===== src/rtl/emu_doppler_ctrl_if.sv =====
// rtl/emu_doppler_ctrl_if.sv - segment configuration handshake bus for the Doppler sequencer
interface emu_doppler_ctrl_if;
    logic        cfg_valid;
    logic        cfg_ready;
    logic [31:0] cfg_freq;
    logic [31:0] cfg_rate;
    logic [15:0] cfg_count;

    modport master (
        output cfg_valid,
        output cfg_freq,
        output cfg_rate,
        output cfg_count,
        input  cfg_ready
    );

    modport slave (
        input  cfg_valid,
        input  cfg_freq,
        input  cfg_rate,
        input  cfg_count,
        output cfg_ready
    );
endinterface


===== src/rtl/emu_doppler_ctrl.sv =====
// rtl/emu_doppler_ctrl.sv - Doppler profile sequencer driving the NCO frequency word per epoch
module emu_doppler_ctrl #(
    parameter int EPOCH_LEN = 16368
) (
    input  logic                clk,
    input  logic                reset,
    input  logic                sample_en,
    emu_doppler_ctrl_if.slave   cfg,
    input  logic                start,
    input  logic                stop,
    output logic                nco_dv,
    output logic [31:0]         nco_freq,
    output logic                busy,
    output logic                epoch_tick,
    output logic                seg_done,
    output logic                done
);

    localparam int CNT_W = (EPOCH_LEN > 2) ? $clog2(EPOCH_LEN) : 1;
    localparam logic [CNT_W-1:0] LAST_SAMPLE = CNT_W'(EPOCH_LEN - 1);

    localparam logic [0:0] S_IDLE = 1'b0;
    localparam logic [0:0] S_RUN  = 1'b1;

    logic [0:0]       state;
    logic [31:0]      act_freq;
    logic [31:0]      act_rate;
    logic [16:0]      epochs_left;
    logic [CNT_W-1:0] sample_cnt;

    logic [31:0]      sh_freq;
    logic [31:0]      sh_rate;
    logic [15:0]      sh_count;
    logic             sh_full;
    logic             ready_q;

    logic             take;
    logic             sample;
    logic             epoch_end;
    logic             last_epoch;
    logic             load_start;
    logic             load_chain;

    function automatic logic [16:0] epochs_of(input logic [15:0] count);
        return (count == 16'd0) ? 17'd1 : {1'b0, count};
    endfunction

    assign cfg.cfg_ready = ready_q;
    assign busy          = (state == S_RUN);

    assign take       = cfg.cfg_valid && ready_q;
    assign sample     = (state == S_RUN) && sample_en && !stop;
    assign epoch_end  = sample && (sample_cnt == LAST_SAMPLE);
    assign last_epoch = (epochs_left <= 17'd1);
    assign load_start = (state == S_IDLE) && start && sh_full && !stop;
    assign load_chain = epoch_end && last_epoch && sh_full;

    always_ff @(posedge clk) begin
        if (reset) begin
            state       <= S_IDLE;
            act_freq    <= '0;
            act_rate    <= '0;
            epochs_left <= '0;
            sample_cnt  <= '0;
            sh_freq     <= '0;
            sh_rate     <= '0;
            sh_count    <= '0;
            sh_full     <= 1'b0;
            ready_q     <= 1'b1;
            nco_dv      <= 1'b0;
            nco_freq    <= '0;
            epoch_tick  <= 1'b0;
            seg_done    <= 1'b0;
            done        <= 1'b0;
        end else begin
            nco_dv     <= 1'b0;
            epoch_tick <= 1'b0;
            seg_done   <= 1'b0;
            done       <= 1'b0;

            // A transfer needs ready, a load needs full: they are mutually exclusive.
            if (take) begin
                sh_freq  <= cfg.cfg_freq;
                sh_rate  <= cfg.cfg_rate;
                sh_count <= cfg.cfg_count;
                sh_full  <= 1'b1;
                ready_q  <= 1'b0;
            end else if (load_start || load_chain) begin
                sh_full  <= 1'b0;
                ready_q  <= 1'b1;
            end

            case (state)
                S_IDLE: begin
                    if (load_start) begin
                        act_freq    <= sh_freq;
                        act_rate    <= sh_rate;
                        epochs_left <= epochs_of(sh_count);
                        sample_cnt  <= '0;
                        nco_freq    <= sh_freq;
                        state       <= S_RUN;
                    end
                end
                S_RUN: begin
                    if (stop) begin
                        state <= S_IDLE;
                    end else if (sample_en) begin
                        // nco_freq carries this sample's epoch frequency; act_freq already
                        // moves on so the next sample starts the new epoch without a gap.
                        nco_dv   <= 1'b1;
                        nco_freq <= act_freq;
                        if (epoch_end) begin
                            sample_cnt <= '0;
                            epoch_tick <= 1'b1;
                            if (!last_epoch) begin
                                epochs_left <= epochs_left - 17'd1;
                                act_freq    <= act_freq + act_rate;
                            end else if (sh_full) begin
                                act_freq    <= sh_freq;
                                act_rate    <= sh_rate;
                                epochs_left <= epochs_of(sh_count);
                                seg_done    <= 1'b1;
                            end else begin
                                epochs_left <= epochs_left - 17'd1;
                                done        <= 1'b1;
                                state       <= S_IDLE;
                            end
                        end else begin
                            sample_cnt <= sample_cnt + 1'b1;
                        end
                    end
                end
                default: state <= S_IDLE;
            endcase
        end
    end

endmodule

===== src/flat_wrapper.sv =====
// flat-port wrapper written by rule: the top's interface ports become plain ports
module emu_doppler_ctrl_flat 
#(
    parameter int EPOCH_LEN = 16368
)
  (clk, reset, sample_en, start, stop, nco_dv, nco_freq, busy, epoch_tick, seg_done, done, cfg_cfg_valid, cfg_cfg_freq, cfg_cfg_rate, cfg_cfg_count, cfg_cfg_ready);
  emu_doppler_ctrl_if cfg_i ();
  input  logic clk;
  input  logic reset;
  input  logic sample_en;
  input  logic start;
  input  logic stop;
  output logic nco_dv;
  output logic [31:0] nco_freq;
  output logic busy;
  output logic epoch_tick;
  output logic seg_done;
  output logic done;
  input wire logic [$bits(cfg_i.cfg_valid)-1:0] cfg_cfg_valid;
  input wire logic [$bits(cfg_i.cfg_freq)-1:0] cfg_cfg_freq;
  input wire logic [$bits(cfg_i.cfg_rate)-1:0] cfg_cfg_rate;
  input wire logic [$bits(cfg_i.cfg_count)-1:0] cfg_cfg_count;
  output wire logic [$bits(cfg_i.cfg_ready)-1:0] cfg_cfg_ready;
  assign cfg_i.cfg_valid = cfg_cfg_valid;
  assign cfg_i.cfg_freq = cfg_cfg_freq;
  assign cfg_i.cfg_rate = cfg_cfg_rate;
  assign cfg_i.cfg_count = cfg_cfg_count;
  assign cfg_cfg_ready = cfg_i.cfg_ready;
  emu_doppler_ctrl #(.EPOCH_LEN(EPOCH_LEN)) u_core (.clk(clk), .reset(reset), .sample_en(sample_en), .cfg(cfg_i), .start(start), .stop(stop), .nco_dv(nco_dv), .nco_freq(nco_freq), .busy(busy), .epoch_tick(epoch_tick), .seg_done(seg_done), .done(done));
endmodule

===== config.mk =====
export PLATFORM = sky130hd
export DESIGN_NAME = emu_doppler_ctrl_flat
export DESIGN_NICKNAME = d
export VERILOG_FILES = /design/src/rtl/emu_doppler_ctrl_if.sv /design/src/rtl/emu_doppler_ctrl.sv /design/src/flat_wrapper.sv
export SDC_FILE = /design/constraint.sdc
export NUM_CORES = 1
export LEC_CHECK = 0
export BUFFER_PORTS_ARGS = -buffer_cell sky130_fd_sc_hd__buf_2
export CAP_MARGIN = 25
export CORE_ASPECT_RATIO = 1.4
export CORE_MARGIN = 2
export CORE_UTILIZATION = 55
export CTS_CLUSTER_DIAMETER = 200
export CTS_CLUSTER_SIZE = 8
export DETAILED_ROUTE_END_ITERATION = 12
export HOLD_SLACK_MARGIN = 0.02
export PLACE_DENSITY = 0.87
export SKIP_LAST_GASP = 1
export SLEW_MARGIN = 25
export SYNTH_ARGS = -nofsm -noshare
export SYNTH_HDL_FRONTEND = slang
export SYNTH_SLANG_ARGS = --single-unit
export TNS_END_PERCENT = 100

===== constraint.sdc =====
create_clock -name clk -period 6.1 [get_ports clk]
set_clock_uncertainty 0.15 [all_clocks]
set_input_delay 0.915 -clock clk [delete_from_list [all_inputs] [get_ports clk]]
set_output_delay 0.915 -clock clk [all_outputs]
set_load 0.005 [all_outputs]

After elaboration in Yosys (flattened, before gate mapping)
Cells that the tools add are included.
Widths: inputs -> output; s select.

operators by class
  $add $sub $neg = 3
  magnitude comparators = 1
  equality and inequality tests = 8
  muxes and demuxes = 44
  bitwise operators = 4
  reductions and logical operators = 20

operators with widths
  cell                   count
  $mux 32                14
  $pmux 32 s2            3
  $mux 17                6
  $mux 14                4
  $pmux 17 s2            1
  $add 32x32->32         1
  $pmux 14 s2            1
  $le 17x1->1 const B    1
  $sub 17x1->17 const B  1
  $logic_not 16->1       1
  $mux 16                1
  $add 14x1->14 const B  1
  $eq 14x14->1 const B   1
  $mux 1                 13
  $ne 2x2->1 const B     5
  $logic_and 1x1->1      9
  $reduce_and 6->1       1
  $reduce_or 6->1        1
  $reduce_and 5->1       1
  $not 1->1              4
  $reduce_and 4->1       1
  $reduce_or 4->1        1
  $ne 3x3->1 const B     1
  $reduce_and 3->1       1
  other kinds (6)        6

storage, ports and cells
  register bits = 214
  input bits = 86
  output and inout bits = 38
  word-level logic and storage cells = 95

Logic depth before layout (Yosys ltp)
Gate-level depths: netlist of run 1.

  word-level depth = 8
  mapped depth = 11
  gate-level depth less buffers = 11

Worst setup path after synthesis of run 1
OpenSTA, ideal clock, no wires.

  path type = register to register
  start = reg u_core.act_rate[0]
  end = reg u_core.act_freq[30]
  library setup time = 117 ps
  arrival time = 2674 ps
  required time = 5833 ps
  path slack = 3158 ps
  cell stages (with the launch flop) = 12
  buffers on the path = 0
  clock period less this slack = 2942 ps
  path through = dfxtp_1 -> ha_1 -> fa_1 -> a21oi_1 -> o21ai_0 -> a21oi_1 -> nor4_1 -> o211ai_1 -> o211ai_1 -> a2111oi_0 -> mux2i_1 -> nand2_1

on the way
  cells in the longest elaborated chain, start to end = 6

RTL lines
  what                    RTL line                 text
  from (decl)             emu_doppler_ctrl.sv:27   logic [31:0] act_rate;
  from (signal assigned)  emu_doppler_ctrl.sv:97   act_rate <= sh_rate;
  from (signal assigned)  emu_doppler_ctrl.sv:120  act_rate <= sh_rate;
  $add 32x32->32          emu_doppler_ctrl.sv:117  act_freq <= act_freq + act_rate;
  $mux 32                 emu_doppler_ctrl.sv:115  if (!last_epoch) begin
  $mux 32                 emu_doppler_ctrl.sv:112  if (epoch_end) begin
  $mux 32                 emu_doppler_ctrl.sv:107  end else if (sample_en) begin
  $mux 32                 emu_doppler_ctrl.sv:105  if (stop) begin
  $pmux 32 s2             emu_doppler_ctrl.sv:93   case (state)
  to (signal assigned)    emu_doppler_ctrl.sv:96   act_freq <= sh_freq;
  to (signal assigned)    emu_doppler_ctrl.sv:117
  to (signal assigned)    emu_doppler_ctrl.sv:119  act_freq <= sh_freq;
  to (decl)               emu_doppler_ctrl.sv:26   logic [31:0] act_freq;

No other way between the ends. The select of a mux whose other input is x is not followed.
A chain may end at the register's enable or synchronous reset.

Worst setup path after layout of run 1
  start = reg u_core.epochs_left[11]
  end = reg u_core.act_freq[29]

on the way
  cells in the longest elaborated chain, start to end = 6
  elaborated cells between the ends (all ways) = 8
  those cells by class = 1 x order compare; 1 x eq/ne; 5 x mux; 1 x reduce/logical

RTL lines
  what                    RTL line                 text
  from (decl)             emu_doppler_ctrl.sv:28   logic [16:0] epochs_left;
  from (signal assigned)  emu_doppler_ctrl.sv:98   epochs_left <= epochs_of(sh_count);
  from (signal assigned)  emu_doppler_ctrl.sv:116  epochs_left <= epochs_left - 17'd1;
  from (signal assigned)  emu_doppler_ctrl.sv:121  epochs_left <= epochs_of(sh_count);
  $le 17x1->1 *           emu_doppler_ctrl.sv:54   assign last_epoch = (epochs_left <= 17'd1);
  $mux 32                 emu_doppler_ctrl.sv:115
  $mux 32                 emu_doppler_ctrl.sv:112
  $mux 32                 emu_doppler_ctrl.sv:107
  $mux 32                 emu_doppler_ctrl.sv:105
  $pmux 32 s2             emu_doppler_ctrl.sv:93

Every way passes the cells marked *; elsewhere a longest branch is shown, timed or not. The select of a mux whose other input is x is not followed.

==> impl_metrics.env, run 1 <==
export IMPL_post_cts_buffers=0
export IMPL_track_usage=0.253
export IMPL_grt_pass1_wl_mm=41.3
export IMPL_worstPathCellList="or3_4, or4_4, or4_4, nand2_2, or3_1, a211oi_1, or3_1"
export IMPL_p_leak_nw=4.45
export IMPL_gr_usage_met1=0.305
export IMPL_status="complete, no violations"
export IMPL_synthArstFlopShare=0
export IMPL_critical_path_max_fanout=44
export IMPL_vias=9328
export IMPL_synth_edff_count=0
export IMPL_core_area_mm2=0.0179
export IMPL_ctsHoldBuffers=0
export IMPL_use_met2=0.458
export IMPL_clk_path_buf_depth=3
export IMPL_cp_slowest_cell="nand2_2"
export IMPL_holdPathStages=2
export IMPL_reg2regPathDepth=7
export IMPL_post_drt_wl_per_cell_um=15.7
export IMPL_yosys_area_top_type="dfxtp_1"
export IMPL_synth_top_area_frac=0.427
export IMPL_drt_pass1_iter_count=5
export IMPL_die_y_um=164
export IMPL_finalNetCount=1479
export IMPL_h_tree_depth=1
export IMPL_start_util=0.560
export IMPL_hp_class="register to register"
export IMPL_antenna_left=0
export IMPL_cts_clk_slew_worst_paths_ns=0.06
export IMPL_use_met3=0.0351
export IMPL_io_buffers=123
export IMPL_antenna_found_initial=0
export IMPL_synth_area_mm2=0.0100
export IMPL_viasPerCell=5.84
export IMPL_grt_most_used_layer="met2"
export IMPL_yosysWarnings=0
export IMPL_cts_made_buffers=30
export IMPL_die_w_um=118
export IMPL_synth_area_top_cells="dfxtp_1 43%, nand2_1 11%, a21oi_1 8.9%"
export IMPL_setup_viol=0
export IMPL_crit_required_ns=6.37
export IMPL_crit_type="register to register"
export IMPL_startpoint_type="register"
export IMPL_drt_iter0_markers=746
export IMPL_end_kind="register"
export IMPL_rsz0062_at_grt="false"
export IMPL_drive_above_1_share=0.135
export IMPL_post_route_period_util=0.623
export IMPL_cts_root_buffer="clkbuf_16"
export IMPL_layout_common_cells="293 x nand2_1, 213 x dfxtp_1, 177 x a21oi_1"
export IMPL_ys_ff_latch=214
export IMPL_reg2reg_from="u_core.epochs_left[11]"
export IMPL_syn_inst=1272
export IMPL_overflow=0
export IMPL_reg2reg_slack_ns=2.30
export IMPL_seq_area_frac_synth=0.427
export IMPL_cts_resized=0
export IMPL_dp_hpwl_mm=16.2
export IMPL_setup_worst_path_end="u_core.act_freq[29]"
export IMPL_row_count=58
export IMPL_finalHoldViolations=0
export IMPL_drc=0
export IMPL_max_cap_violations=0
export IMPL_syn_to_final_growth_pct=14.9
export IMPL_drt_total_wl_mm=25.1
export IMPL_synthDistinctLibCells=56
export IMPL_cts_tree="built"
export IMPL_crit_family="simple AND/OR/NAND/NOR gates"
export IMPL_antenna_cells=0
export IMPL_grt_max_degree=105
export IMPL_ir_worst_vdd_mv=0.176
export IMPL_ios=124
export IMPL_crit_arrival_ns=4.07
export IMPL_max_stage_delay_ns=0.63
export IMPL_finalCriticalPeriod_ns=3.80
export IMPL_nFillCells=1490
export IMPL_cts_sinks=214
export IMPL_grt_pass1_vias=8920
export IMPL_slew_headroom=0.444
export IMPL_tns_ns=0
export IMPL_crit_cells=7
export IMPL_worst_pin_slew_ns=0.835
export IMPL_synth_fp_nets=1393
export IMPL_synth_area_per_cell_um2=7.89
export IMPL_crit_start="u_core.epochs_left[11]"
export IMPL_cellPowerDensity_mw_per_mm2=277
export IMPL_fmax_mhz=263
export IMPL_synthFlopType="dfxtp_1"
export IMPL_drv_slew=0
export IMPL_place_congestion=0.898
export IMPL_dieArea_mm2=0.0194
export IMPL_rr_endpoint="u_core.act_freq[29]"
export IMPL_path_buf_inv=0
export IMPL_clk_insertion_delay_late_ns=0.55
export IMPL_p_total_mw=3.20
export IMPL_layout_commonest_cell="nand2_1"
## per-stage QoR
step	worst slack, ns	utilization	hold WS [ns]	instances	cell area (µm²)
2_1_floorplan	3.16	-	0.282	1272	10000
3_3_place_gp	2.51	0.598	0.287	1565	10700
3_5_place_dp	2.42	0.598	0.295	1565	10700
4_1_cts	2.36	0.642	0.290	1597	11500
5_1_grt	2.18	0.643	0.317	1598	11500
6_report	2.30	0.643	0.288	1598	11500
## layout make-up
type	instances	area [µm²]	share of cell area
multi-input cells	966	5390	0.468
flip-flops and latches	214	4290	0.372
clock buffers	31	764	0.0663
repair buffers	134	724	0.0628
well taps	240	300	0.0260
inverters	12	45.0	0.00391
clock inverters	1	16.3	0.00141
## per-layer routing
metal  vias to the layer above  share of wire
met4                         0          0.025
met2                       303           0.51
met3                        63          0.052
met5                         -              0
li1                       4612              -
met1                      4350           0.41
## worst min-delay path by stage
stage | start | endpoint | slack [ns]
3_3_place_gp | u_core.sh_rate[27] | u_core.act_rate[27] | 0.29
3_5_place_dp | u_core.sh_rate[8] | u_core.act_rate[8] | 0.29
6_report | u_core.sh_rate[8] | u_core.act_rate[8] | 0.29
2_1_floorplan | u_core.sh_rate[0] | u_core.act_rate[0] | 0.28
5_1_grt | u_core.sh_rate[3] | u_core.sh_rate[3] | 0.32
4_1_cts | u_core.sh_rate[8] | u_core.act_rate[8] | 0.29
## Yosys cell counts (2+ instances only)
master	count
xnor2_1	20
a21oi_1	178
a22oi_1	4
o22ai_1	7
a221oi_1	4
nand4_1	8
nor2b_1	3
nand2_2	2
o211ai_1	6
a211oi_2	2
a21o_1	16
buf_1	3
o21ai_0	38
nand3_1	30
a31oi_1	8
ha_1	34
o21bai_1	8
or3_1	7
nand2_1	294
dfxtp_1	214
nor2_1	100
buf_6	3
and3_1	14
a311oi_1	9
nor3_1	21
or4_4	2
a211oi_1	43
clkbuf_1	65
o31ai_1	6
nand3b_1	5
or2_2	2
nor4_1	6
xor2_1	13
nand4b_1	2
buf_2	9
nor3b_1	3
mux2i_1	34
and2_1	7
o21a_1	2
nand2b_1	5
inv_1	12
o21ai_1	9
## registers in the layout, summed over array words and instances, names as in the netlist, 14 cells and up
register / cells
u_core.act_freq: 32
u_core.act_rate: 32
u_core.epochs_left: 17
u_core.nco_freq: 32
u_core.sample_cnt: 14
u_core.sh_count: 16
u_core.sh_freq: 32
u_core.sh_rate: 32
## cells by family after synthesis
group	synth area share
DFF	0.427
AOI/OAI and AO/OA	0.208
xor gates and xnor gates	0.0288
buffers and inverters	0.0378
muxes	0.0339
adders and majority gates	0.0444
and+or+nand+nor	0.220
## worst min-delay path, cell delays in order (launching register included)
cell and delay [ns]:
dfxtp_1 0.30, nand2_1 0.05, a21oi_1 0.05
## power breakdown
group	internal [mW]	leakage (nW)	switching, mW	total [mW]
Clock	0.866	0.384	0.556	1.42
Combinational	0.105	2.33	0.174	0.278
Sequential	1.46	1.74	0.0407	1.50
(Power assumes the default switching activity.)
==> run 2: changes to the inputs <==
--- a/config.mk
+++ b/config.mk
@@ -9,12 +9,12 @@
 export CAP_MARGIN = 25
 export CORE_ASPECT_RATIO = 1.4
 export CORE_MARGIN = 2
-export CORE_UTILIZATION = 55
+export CORE_UTILIZATION = 53
 export CTS_CLUSTER_DIAMETER = 200
 export CTS_CLUSTER_SIZE = 8
 export DETAILED_ROUTE_END_ITERATION = 12
 export HOLD_SLACK_MARGIN = 0.02
-export PLACE_DENSITY = 0.87
+export PLACE_DENSITY = 0.88
 export SKIP_LAST_GASP = 1
 export SLEW_MARGIN = 25
 export SYNTH_ARGS = -nofsm -noshare
==> constraint.sdc (replaced) <==
create_clock -name clk -period 3.1 [get_ports clk]
set_clock_uncertainty 0.15 [all_clocks]
set_input_delay 0.465 -clock clk [delete_from_list [all_inputs] [get_ports clk]]
set_output_delay 0.465 -clock clk [all_outputs]
set_load 0.005 [all_outputs]
==> run 2 against run 1 <==
Net effect: first-iteration DRC count is 18% lower; non-clock buffer count is 27 higher; register-to-register slack worse by 2.2 ns; total power is 98% higher; sequential share of layout area is 1.0 points lower; flip-flop and latch count stayed put; largest power group unchanged.
==> impl_metrics.env, run 2 (synthesis gave the netlist of run 1 again) <==
export IMPL_dieArea_mm2=0.0201
export IMPL_critical_path_max_fanout=33
export IMPL_place_congestion=0.913
export IMPL_dp_hpwl_mm=17.4
export IMPL_cts_sinks=214
export IMPL_p_int_mw=4.84
export IMPL_grt_pass1_vias=9299
export IMPL_drive_above_1_share=0.153
export IMPL_crit_family="simple AND/OR/NAND/NOR gates"
export IMPL_combPwrFrac=0.091
export IMPL_final_cells=1629
export IMPL_holdWs_ns=0.0312
export IMPL_drt_total_wl_mm=26.1
export IMPL_crit_arrival_ns=3.26
export IMPL_h_tree_depth=1
export IMPL_setup_worst_path_end="u_core.sh_full"
export IMPL_row_count=59
export IMPL_crit_cells=8
export IMPL_worst_pin_slew_ns=0.734
export IMPL_startpoint_type="register"
export IMPL_crit_start="u_core.epochs_left[12]"
export IMPL_vias=9487
export IMPL_p_clk_frac=0.445
export IMPL_p_leak_nw=4.60
export IMPL_cts_tree="built"
export IMPL_reg2reg_from="u_core.epochs_left[12]"
export IMPL_io_buffers=123
export IMPL_rsz0062_at_grt="true"
export IMPL_layout_common_cells="293 x nand2_1, 213 x dfxtp_1, 175 x a21oi_1"
export IMPL_die_y_um=167
export IMPL_path_buf_inv=1
export IMPL_worstPathCellList="or3_4, or4_4, or4_4, o21ai_4, nand2_2, buf_4, a21oi_1, nor2_1"
export IMPL_post_drt_wl_per_cell_um=16.0
export IMPL_clk_insertion_delay_late_ns=0.53
export IMPL_end_kind="register"
export IMPL_slew_headroom=0.509
export IMPL_max_stage_delay_ns=0.59
export IMPL_antenna_cells=0
export IMPL_finalNetCount=1506
export IMPL_ios=124
export IMPL_status="complete, no violations"
export IMPL_cts_root_buffer="clkbuf_16"
export IMPL_track_usage=0.253
export IMPL_rr_endpoint="u_core.sh_full"
export IMPL_setup_viol=0
export IMPL_critical_path_most_common_cell="or4_4"
export IMPL_dpl_instance_area_mm2=0.0109
export IMPL_finalCriticalPeriod_ns=3.02
export IMPL_fmax_mhz=331
export IMPL_grt_max_degree=72
export IMPL_post_route_period_util=0.974
export IMPL_crit_required_ns=3.34
export IMPL_viasPerCell=5.82
export IMPL_overflow=0
export IMPL_cts_clk_slew_worst_paths_ns=0.05
export IMPL_cellPowerDensity_mw_per_mm2=535
export IMPL_seqPwrFrac=0.465
export IMPL_drt_iter0_markers=613
export IMPL_drv_slew=0
export IMPL_antenna_left=0
export IMPL_fin_area_mm2=0.0119
export IMPL_cp_slowest_cell="or4_4"
export IMPL_finalHoldViolations=0
export IMPL_dp_cells=1587
export IMPL_grt_pass1_wl_mm=42.8
export IMPL_hp_class="primary input to register"
export IMPL_die_w_um=120
export IMPL_reg2reg_slack_ns=0.08
export IMPL_p_total_mw=6.34
export IMPL_ir_worst_vdd_mv=0.490
export IMPL_layout_commonest_cell="nand2_1"
export IMPL_cts_made_buffers=30
export IMPL_antenna_found_initial=0
export IMPL_drt_pass1_iter_count=5
export IMPL_drc=0
export IMPL_clk_path_buf_depth=3
export IMPL_crit_type="register to register"
export IMPL_reg2regPathDepth=8
export IMPL_max_cap_violations=0
export IMPL_p_sw_frac=0.237
export IMPL_power_switching_mw=1.50
export IMPL_start_util=0.539
export IMPL_core_area_mm2=0.0186
export IMPL_syn_to_final_growth_pct=18.1
[run 2: changes by cell type in the layout (fill, tap and decap cells not counted), sizes merged]
cell / delta
clkinv: -1
dlygate4sd3: +8
clkbuf: +1
buf: +19
[run 2: metrics by stage]
stage	utilization	worst slack [ns]	TNS [ns]
floorplan	-	0.158	0
global placement	0.586	0.114	0
detailed placement	0.586	0.0861	0
CTS	0.633	0.0621	0
global route	0.637	-0.0215	-0.0804
finish	0.637	0.0794	0
[run 2: power groups by stage]
stage	sequential [mW]	clock (mW)	combinational (mW)
floorplan	2.97	0	0.371
global placement	2.99	0	0.536
detailed placement	2.99	0	0.550
CTS	2.94	2.85	0.564
global route	2.95	2.97	0.638
finish	2.95	2.82	0.574
[run 2: worst min-delay path by stage]
| stage | from | to | slack (ns) | depth (start not counted) |
|---|---|---|---|---|
| after floorplan | u_core.sh_rate[0] | u_core.act_rate[0] | 0.28 | 2 |
| after CTS | cfg_cfg_rate[24] | u_core.sh_rate[24] | 0.02 | 3 |
| final | cfg_cfg_freq[12] | u_core.sh_freq[12] | 0.03 | 3 |
| after global routing | cfg_cfg_freq[12] | u_core.sh_freq[12] | 0.03 | 3 |
| after detailed placement | u_core.sh_rate[8] | u_core.act_rate[8] | 0.29 | 2 |
| after global placement | u_core.sh_rate[9] | u_core.act_rate[9] | 0.29 | 2 |
[run 2: worst min-delay path, stage by stage]
cell	delay (ns)
buf_2	0.10
nand2_1	0.05
a21oi_1	0.05
[run 2: final cells by class]
| type | instances | area (µm²) |
|---|---|---|
| clock buffer | 32 | 790 |
| fill | 1542 | 6750 |
| inverter | 12 | 45.0 |
| multi-input combinational | 966 | 5450 |
| sequential | 214 | 4290 |
| tap | 244 | 305 |
| timing repair buffer | 161 | 977 |
[run 2: timing repair]
action / CTS / global route
setup buffers: 0 / 2
resized for setup: 0 / 15
hold buffers: 8 / 0
endpoints found under the hold margin: 8 / 0
endpoints found under the setup margin: 0 / 21
[run 2: metal layers]
metal / wire [µm] / GRT usage / vias to the layer above
li1: - / - / 4648
met1: 10200 / 0.291 / 4393
met2: 13400 / 0.458 / 372
met3: 1470 / 0.0353 / 74
met4: 990 / 0.115 / 0
met5: 0 / 0 / -
==> run 3: changes to the inputs <==
--- a/config.mk
+++ b/config.mk
@@ -9,12 +9,13 @@
 export CAP_MARGIN = 25
 export CORE_ASPECT_RATIO = 1.4
 export CORE_MARGIN = 2
-export CORE_UTILIZATION = 53
+export CORE_UTILIZATION = 45
 export CTS_CLUSTER_DIAMETER = 200
 export CTS_CLUSTER_SIZE = 8
 export DETAILED_ROUTE_END_ITERATION = 12
 export HOLD_SLACK_MARGIN = 0.02
-export PLACE_DENSITY = 0.88
+export MAX_ROUTING_LAYER = met4
+export PLACE_DENSITY = 0.78
 export SKIP_LAST_GASP = 1
 export SLEW_MARGIN = 25
 export SYNTH_ARGS = -nofsm -noshare
==> run 3 against run 2 <==
Net effect: core utilization is 8.1 points lower; register-to-register slack about the same; combinational power increased by 4.4%; die area increased by 17%; global-route usage decreased by 2.5 points; via count down 1.1%; sequential power barely moved; critical path type unchanged; largest cell class unchanged; first-iteration DRC count down 19%.
==> impl_metrics.env, run 3 (synthesis gave the netlist of run 1 again) <==
export IMPL_status="complete, no violations"
export IMPL_grt_max_degree=73
export IMPL_finalHoldViolations=0
export IMPL_rr_endpoint="u_core.act_freq[30]"
export IMPL_setup_worst_path_end="u_core.act_freq[30]"
export IMPL_drt_total_wl_mm=26.2
export IMPL_finalCriticalPeriod_ns=3.02
export IMPL_start_util=0.459
export IMPL_combPwrFrac=0.094
export IMPL_tns_ns=0
export IMPL_antenna_left=0
export IMPL_slew_headroom=0.506
export IMPL_die_w_um=130
export IMPL_hp_class="primary input to register"
export IMPL_reg2regPathDepth=9
export IMPL_drc=0
export IMPL_power_switching_mw=1.53
export IMPL_overflow=0
export IMPL_core_area_mm2=0.0219
export IMPL_nFillCells=1997
export IMPL_p_clk_frac=0.445
export IMPL_drv_slew=0
export IMPL_place_congestion=0.929
export IMPL_drt_pass1_iter_count=5
export IMPL_crit_arrival_ns=3.30
export IMPL_dieArea_mm2=0.0235
export IMPL_cts_tree="built"
export IMPL_vias=9381
export IMPL_crit_required_ns=3.38
export IMPL_die_y_um=181
export IMPL_h_tree_depth=1
export IMPL_finalNetCount=1534
export IMPL_ios=124
export IMPL_end_kind="register"
export IMPL_fmax_mhz=331
export IMPL_crit_start="u_core.epochs_left[12]"
export IMPL_clk_path_buf_depth=3
export IMPL_post_cts_buffers=0
export IMPL_dp_hpwl_mm=17.8
export IMPL_setup_viol=0
export IMPL_p_sw_frac=0.239
export IMPL_critical_path_max_fanout=11
export IMPL_cts_sinks=214
export IMPL_drt_iter0_markers=495
export IMPL_rsz0062_at_grt="true"
export IMPL_seqPwrFrac=0.461
export IMPL_p_leak_nw=4.72
export IMPL_antenna_found_initial=0
export IMPL_viasPerCell=5.49
export IMPL_row_count=64
export IMPL_worst_pin_slew_ns=0.742
export IMPL_io_buffers=123
export IMPL_reg2reg_slack_ns=0.08
export IMPL_drive_above_1_share=0.153
export IMPL_p_int_mw=4.86
export IMPL_cellPowerDensity_mw_per_mm2=525
export IMPL_grt_pass1_wl_mm=43.1
export IMPL_reg2reg_from="u_core.epochs_left[12]"
export IMPL_layout_commonest_cell="nand2_1"
export IMPL_startpoint_type="register"
export IMPL_track_usage=0.228
export IMPL_syn_to_final_growth_pct=21.2
export IMPL_cts_made_buffers=30
export IMPL_grt_pass1_vias=9174
export IMPL_holdWs_ns=0.0272
export IMPL_max_cap_violations=0
export IMPL_antenna_cells=0
export IMPL_post_drt_wl_per_cell_um=15.3
export IMPL_post_route_period_util=0.974
export IMPL_clk_insertion_delay_late_ns=0.54
export IMPL_layout_common_cells="293 x nand2_1, 213 x dfxtp_1, 175 x a21oi_1"
export IMPL_ir_worst_vdd_mv=0.377
export IMPL_cts_root_buffer="clkbuf_16"
export IMPL_crit_type="register to register"
export IMPL_cts_clk_slew_worst_paths_ns=0.05
export IMPL_p_total_mw=6.39
[run 3: cell type report]
class                   instances  area (µm²)  area share
well taps                     297         372      0.0306
repair buffers                189        1240       0.102
clock buffers                  32         790      0.0649
multi-input cells             966        5430       0.446
inverters                      12        45.0     0.00370
flip-flops and latches        214        4290       0.352
[run 3: worst min path at each step]
stage | from | endpoint | depth (start not counted)
3_3_place_gp | u_core.sh_rate[12] | u_core.act_rate[12] | 2
5_1_grt | cfg_cfg_count[14] | u_core.sh_count[14] | 3
6_report | cfg_cfg_freq[2] | u_core.sh_freq[2] | 3
3_5_place_dp | u_core.sh_rate[7] | u_core.act_rate[7] | 2
2_1_floorplan | u_core.sh_rate[0] | u_core.act_rate[0] | 2
4_1_cts | cfg_cfg_freq[19] | u_core.sh_freq[19] | 3
[run 3: through the flow]
step                setup slack [ns]  utilization  cells  instance area [µm²]
floorplan                      0.158            -   1272                10000
global placement              0.0782        0.505   1648                11000
detailed placement            0.0109        0.505   1648                11000
CTS                          -0.0108        0.555   1710                12100
global route                  -0.132        0.556   1710                12200
finish                        0.0801        0.556   1710                12200
[run 3: layer usage]
layer | vias to the layer above | GRT usage | wire (µm)
met4 | 0 | 0.0714 | 597
li1 | 4702 | - | -
met1 | 4400 | 0.267 | 10800
met5 | - | - | 0
met3 | 47 | 0.0284 | 1270
met2 | 232 | 0.401 | 13500
[run 3: worst max-delay path: stages, from the launching register on]
cell and delay [ns]:
dfxtp_1 0.34, or3_4 0.39, or4_4 0.53, or4_4 0.58, nand2_2 0.24, or3_1 0.19
buf_4 0.20, nor3b_1 0.08, mux2i_1 0.14, nand2_1 0.06
[run 3: timing repair]
| item | in CTS | in global routing |
|---|---|---|
| gates cloned | 0 | 0 |
| endpoints found under the hold margin | 30 | 0 |
| pin swaps | 0 | 1 |
| hold buffers | 30 | 0 |
| setup endpoints to repair | 2 | 10 |
| resized for setup | 2 | 6 |
[run 3: power groups by stage]
stage	Combinational [mW]	Clock, mW	Sequential (mW)
finish	0.599	2.84	2.94
global route	0.670	3.00	2.95
CTS	0.598	2.90	2.94
detailed placement	0.566	0	3.00
global placement	0.555	0	2.99
floorplan	0.371	0	2.97
